**src/rtl/uart_pkg.sv**
```systemverilog
// uart_pkg: shared UART FSM states, parity encodings and default bit timing
package uart_pkg;
   typedef enum logic [2:0] {ST_IDLE, ST_START, ST_DATA, ST_PARITY, ST_STOP} state_t;
   localparam int PAR_NONE = 0;
   localparam int PAR_EVEN = 1;
   localparam int PAR_ODD = 2;
   localparam int DEF_CLKS_PER_BIT = 868;
endpackage

```
**src/rtl/uart_bit_timer.sv**
```systemverilog
// uart_bit_timer: counts 0..CLKS_PER_BIT-1 and pulses tick on the terminal count
module uart_bit_timer
   import uart_pkg::*;
#(
   parameter int CLKS_PER_BIT = DEF_CLKS_PER_BIT
) (
   input  logic clk,
   input  logic rst_n,
   input  logic clr,
   output logic tick
);
   localparam int W = $clog2(CLKS_PER_BIT);
   logic [W-1:0] cnt;
   assign tick = cnt == W'(CLKS_PER_BIT - 1);
   always_ff @(posedge clk or negedge rst_n)
      if (!rst_n) cnt <= '0;
      else cnt <= (clr || tick) ? '0 : cnt + 1'b1;
endmodule

```
**src/rtl/fifo_uart_tx.sv**
```systemverilog
// fifo_uart_tx: pops words from a show-ahead FIFO and sends them as back-to-back UART frames
module fifo_uart_tx
   import uart_pkg::*;
#(
   parameter int DWIDTH = 8,
   parameter int CLKS_PER_BIT = DEF_CLKS_PER_BIT,
   parameter int PARITY = PAR_NONE,
   parameter int STOP_BITS = 1
) (
   input  logic              clk,
   input  logic              rst_n,
   input  logic              en,
   input  logic              fifo_empty,
   input  logic [DWIDTH-1:0] fifo_rdata,
   output logic              fifo_rd,
   output logic              tx,
   output logic              busy,
   output logic              tx_done
);
   localparam int BW = $clog2(DWIDTH);
   state_t state;
   logic [DWIDTH-1:0] shreg;
   logic [BW-1:0] idx;
   logic par_bit, tick, pop, last;
   assign last = state == ST_STOP && tick && idx == BW'(STOP_BITS - 1);
   assign pop = en && !fifo_empty && (state == ST_IDLE || last);
   assign fifo_rd = pop && rst_n;
   assign tx_done = last;
   uart_bit_timer #(.CLKS_PER_BIT(CLKS_PER_BIT)) u_timer (
      .clk(clk),
      .rst_n(rst_n),
      .clr(pop || state == ST_IDLE),
      .tick(tick)
   );
   always_ff @(posedge clk or negedge rst_n)
      if (!rst_n) begin
         state <= ST_IDLE;
         shreg <= '0;
         idx <= '0;
         par_bit <= 1'b0;
         tx <= 1'b1;
         busy <= 1'b0;
      end else if (pop) begin
         state <= ST_START;
         shreg <= fifo_rdata;
         par_bit <= (PARITY == PAR_ODD) ^ (^fifo_rdata);
         idx <= '0;
         tx <= 1'b0;
         busy <= 1'b1;
      end else if (tick) begin
         case (state)
            ST_START: begin
               state <= ST_DATA;
               tx <= shreg[0];
            end
            ST_DATA: begin
               shreg <= shreg >> 1;
               if (idx == BW'(DWIDTH - 1)) begin
                  idx <= '0;
                  state <= PARITY == PAR_NONE ? ST_STOP : ST_PARITY;
                  tx <= PARITY == PAR_NONE ? 1'b1 : par_bit;
               end else begin
                  idx <= idx + 1'b1;
                  tx <= shreg[1];
               end
            end
            ST_PARITY: begin
               state <= ST_STOP;
               tx <= 1'b1;
            end
            ST_STOP:
               if (last) begin
                  state <= ST_IDLE;
                  busy <= 1'b0;
                  idx <= '0;
               end else idx <= idx + 1'b1;
            default: state <= ST_IDLE;
         endcase
      end
endmodule
```
**config.mk**
```make
export PLATFORM = sky130hd
export DESIGN_NAME = fifo_uart_tx
export DESIGN_NICKNAME = d
export VERILOG_FILES = /design/src/rtl/uart_pkg.sv /design/src/rtl/uart_bit_timer.sv /design/src/rtl/fifo_uart_tx.sv
export SDC_FILE = /design/constraint.sdc
export NUM_CORES = 1
export LEC_CHECK = 0
export BUFFER_PORTS_ARGS = -buffer_cell sky130_fd_sc_hd__buf_4
export CAP_MARGIN = 20
export CORE_MARGIN = 3
export CORE_UTILIZATION = 45
export CTS_CLUSTER_DIAMETER = 80
export DETAILED_ROUTE_END_ITERATION = 12
export PLACE_DENSITY = 0.7
export RECOVER_POWER = 50
export SKIP_CTS_REPAIR_TIMING = 1
export SLEW_MARGIN = 15
export SYNTH_ARGS = -nofsm -noshare
export SYNTH_HDL_FRONTEND = slang
export SYNTH_SLANG_ARGS = --single-unit
```
**constraint.sdc**
```tcl
create_clock -name clk -period 2 [get_ports clk]
set_input_delay 0.1 -clock clk [delete_from_list [all_inputs] [get_ports clk]]
set_output_delay 0.1 -clock clk [all_outputs]
set_load 0.01 [all_outputs]
```
==> out/metrics.yaml <==
floorplanning:
  dieArea_um2: 3920
  rows: 19
  initial_core_util_pct: 49.8
  die_height_um: 62.6
  die_x_um: 62.6
  core_area_um2: 2900
  ios: 16
yosys:
  avgSynthCellArea_um2: 10.6
  ys_warn_count: 0
  yosysUniqueCellTypes: 42
  synth_top_family_by_area: "simple AND/OR/NAND/NOR gates"
  synth_seq_cells: 26
  yosys-mux-area-fraction_pct: 6.93
  synth-xor-area-share_pct: 5.46
  netlist_instances: 136
  synth_area_um2: 1440
  syn_nets: 152
  synthAdderAreaFrac_pct: 3.47
  yosys.area_share.simple_pct: 23.4
  synth_compound_area_share_pct: 12.4
  seq_area_frac_synth_pct: 45.1
setup_path:
  crit_family: "simple AND/OR/NAND/NOR gates"
  crit_chain: "ha_2 -> nor3b_4 -> a41oi_4 -> nor2_4 -> and2_4 -> buf_6"
  worst-path-max-fanout: 6
  critPathRequiredTime_ns: 1.90
  regToRegEndpoint: "shreg[4]$_DFFE_PN0P_"
  cp.buffers_inverters: 1
  cp.depth: 6
  cpMaxStageDelayCell: "dfrtp_1"
  reg2reg_from: "u_timer.cnt[0]$_DFF_PN0_"
  crit_path_end: "fifo_rd"
  r2r_cells: 7
  startpoint: "u_timer.cnt[0]$_DFF_PN0_"
  path_class: "flip-flop to output pin"
  startpoint_type: "flip-flop"
  reg2reg_setup_slack_ns: 0.02
  slowest_delay_ns: 0.42
  worst_setup_path_end_kind: "output pin"
  arrival_ns: 1.91
final_layout:
  multi_input_area_um2: 777
  instances_no_fill: 215
  num-fill-cells: 247
  diodes: 0
  areaGrowthSynthToFinish_pct: 27.6
  layout.area.seq_um2: 652
  nNetsFinal: 190
  layout-drive-gt1-share_pct: 32.9
clocking:
  worstSkewPairLatency_ns: 0.34
  cts_root_buffer: "clkbuf_4"
  cts_buffers: 3
  clk_pin_slew_ns: 0.15
  cts_tree: "yes"
  cts_sinks: 26
  ctsHtreeMaxLevel: 1
  clock_path_buffers: 2
global_routing:
  grtUsageTotal_pct: 16.9
  grt_pass1_vias: 1151
  grt_max_degree: 28
  grt_pass1_wl_um: 5290
  overflow: 0
  antenna_found_initial: 0
job:
  max_cap_viol_count: 0
timing:
  min_period_ns: 2.01
  period_share_pct: 101
  max_slew_margin_pct: 76.3
  hold_ws_ns: -0.0165
  worstMarginPinSlew_ns: 0.356
  max_freq_mhz: 497
  maxSlewViolCount: 0
  finalSetupTns_ns: -0.0104
  finalSetupViolCount: 1
  rsz0062_at_grt: "yes"
  skew_ns: 0.0152
  worst_slack_ns: -0.0104
  final-hold-violation-count: 1
place:
  gp_congestion: 0.852
  place_inst: 197
  portBuffers: 15
  hpwl_um: 2170
min_path:
  worstHoldPathCells: 3
  worstHoldPathType: "input pin to flip-flop"
routing:
  wire_per_inst_um: 14.1
  drtAntennaViolNets: 0
  drc: 0
  wl_um: 3040
  first_iter_violations: 94
  num_vias: 1134
  dr.pass1.iters: 4
  vias_per_cell: 5.27
power_and_ir_drop:
  power.leakage_nw: 0.833
  ir_drop_uv: 445
  power-per-cell-area_nw_per_um2: 822
status:
  status: "finished, violations left"
  violations: "negative hold slack, negative setup slack"
[layout make-up]
type                       instances  area share, %
tap                               42           2.85
timing repair buffer              38           16.4
inverter                           6           1.22
sequential                        26           35.4
multi-input combinational         99           42.2
clock buffer                       4           1.97
[registers in the layout (all words and copies together), names as in the netlist]
| register | flops |
|---|---|
| u_timer.cnt | 10 |
| shreg | 8 |
| idx | 3 |
| state | 3 |
| busy | 1 |
| tx | 1 |
[worst min path at each step]
stage | to | slack, ns | start
CTS | idx[2]$_DFFE_PN0P_ | -0.35 | rst_n
floorplan | busy$_DFFE_PN0P_ | -0.20 | rst_n
detailed placement | u_timer.cnt[7]$_DFF_PN0_ | 0.04 | rst_n
finish | shreg[7]$_DFFE_PN0P_ | -0.02 | fifo_rdata[7]
global placement | state[1]$_DFFE_PN0P_ | 0.03 | rst_n
global route | shreg[7]$_DFFE_PN0P_ | 0.009 | fifo_rdata[7]
[metal layers]
layer / vias up / GRT usage (%) / part of all wire, %
met5: - / 0 / 0
met4: 0 / 7.71 / 2.0
met3: 5 / 3.06 / 4.3
met2: 26 / 25.6 / 46
met1: 541 / 23.4 / 47
li1: 562 / - / -
[power breakdown]
part           switching (W)  total [W]  internal (W)
sequential          0.000125   0.000786      0.000661
combinational       0.000195   0.000455      0.000260
clock               0.000161   0.000273      0.000112
total               0.000481    0.00151       0.00103
[kinds of logic after synthesis]
| group | after synthesis |
|---|---|
| XOR/XNOR | 9 |
| adder cells (fa/ha/maj) | 4 |
| flip-flops | 26 |
| buffers and inverters | 11 |
| AND/OR/NAND/NOR | 53 |
| AO/OA/AOI/OAI | 24 |
| multiplexers | 9 |
[worst min-delay path: stages]
cell	delay [ns]
buf_4	0.11
inv_1	0.04
mux2i_1	0.06
[cell usage after synthesis, drive strengths merged]
cell / n / area share, %
nand4: 4 / 2.8
nand3b: 1 / 0.52
or3b: 1 / 0.61
nand2: 5 / 1.3
clkbuf: 1 / 0.26
nor2b: 1 / 0.43
mux2i: 1 / 0.69
a2111o: 1 / 0.78
o21ai: 3 / 1.0
o22ai: 1 / 0.43
o221a: 3 / 2.3
nor3: 3 / 1.0
buf: 4 / 1.4
mux2: 8 / 6.2
nor2: 15 / 4.4
nand3: 7 / 3.3
and4bb: 1 / 0.87
and2: 2 / 0.87
inv: 6 / 1.6
a31oi: 2 / 0.87
xnor2: 5 / 3.0
a21oi: 6 / 2.1
dfstp: 1 / 1.8
o311ai: 1 / 0.61
nor3b: 2 / 1.8
o31ai: 2 / 1.0
nand2b: 2 / 0.87
nand4b: 2 / 1.2
ha: 4 / 3.5
and3: 2 / 0.87
dfrtp: 25 / 43
or3: 5 / 2.5
a21o: 4 / 2.1
a41oi: 1 / 1.1
xor2: 4 / 2.4
[cell usage in the layout (no fill, tap or decap), drive strengths merged]
cell type | Yosys | layout
nor3 | 3 | 3
dfstp | 1 | 1
ha | 4 | 4
a2111o | 1 | 1
xor2 | 4 | 4
o221a | 3 | 3
and3 | 2 | 2
inv | 6 | 6
o31ai | 2 | 2
nand4b | 2 | 2
a31oi | 2 | 2
nand2 | 5 | 5
nand3 | 7 | 7
clkbuf | 1 | 4
a41oi | 1 | 1
or3b | 1 | 1
buf | 4 | 33
a21o | 4 | 4
mux2 | 8 | 8
o21ai | 3 | 3
o22ai | 1 | 1
nor2b | 1 | 1
dfrtp | 25 | 25
o311ai | 1 | 1
xnor2 | 5 | 5
mux2i | 1 | 1
or3 | 5 | 5
dlygate4sd3 | 0 | 5
nand4 | 4 | 4
nand2b | 2 | 2
and2 | 2 | 2
nor3b | 2 | 2
nor2 | 15 | 15
and4bb | 1 | 1
nand3b | 1 | 1
a21oi | 6 | 6
[per-stage QoR]
stage               utilization, %  setup WS [ns]  hold WS (ns)  area (µm²)  total power [W]
CTS                           58.2         -0.185        -0.355        1690          0.00147
floorplan                        -          0.124        -0.196        1440          0.00105
detailed placement            57.0         0.0910        0.0364        1650          0.00119
global placement              57.0          0.160        0.0307        1650          0.00117
global route                  63.5         -0.160       0.00872        1840          0.00164
finish                        63.5        -0.0104       -0.0165        1840          0.00151
Power figures use the tool's default switching activity.
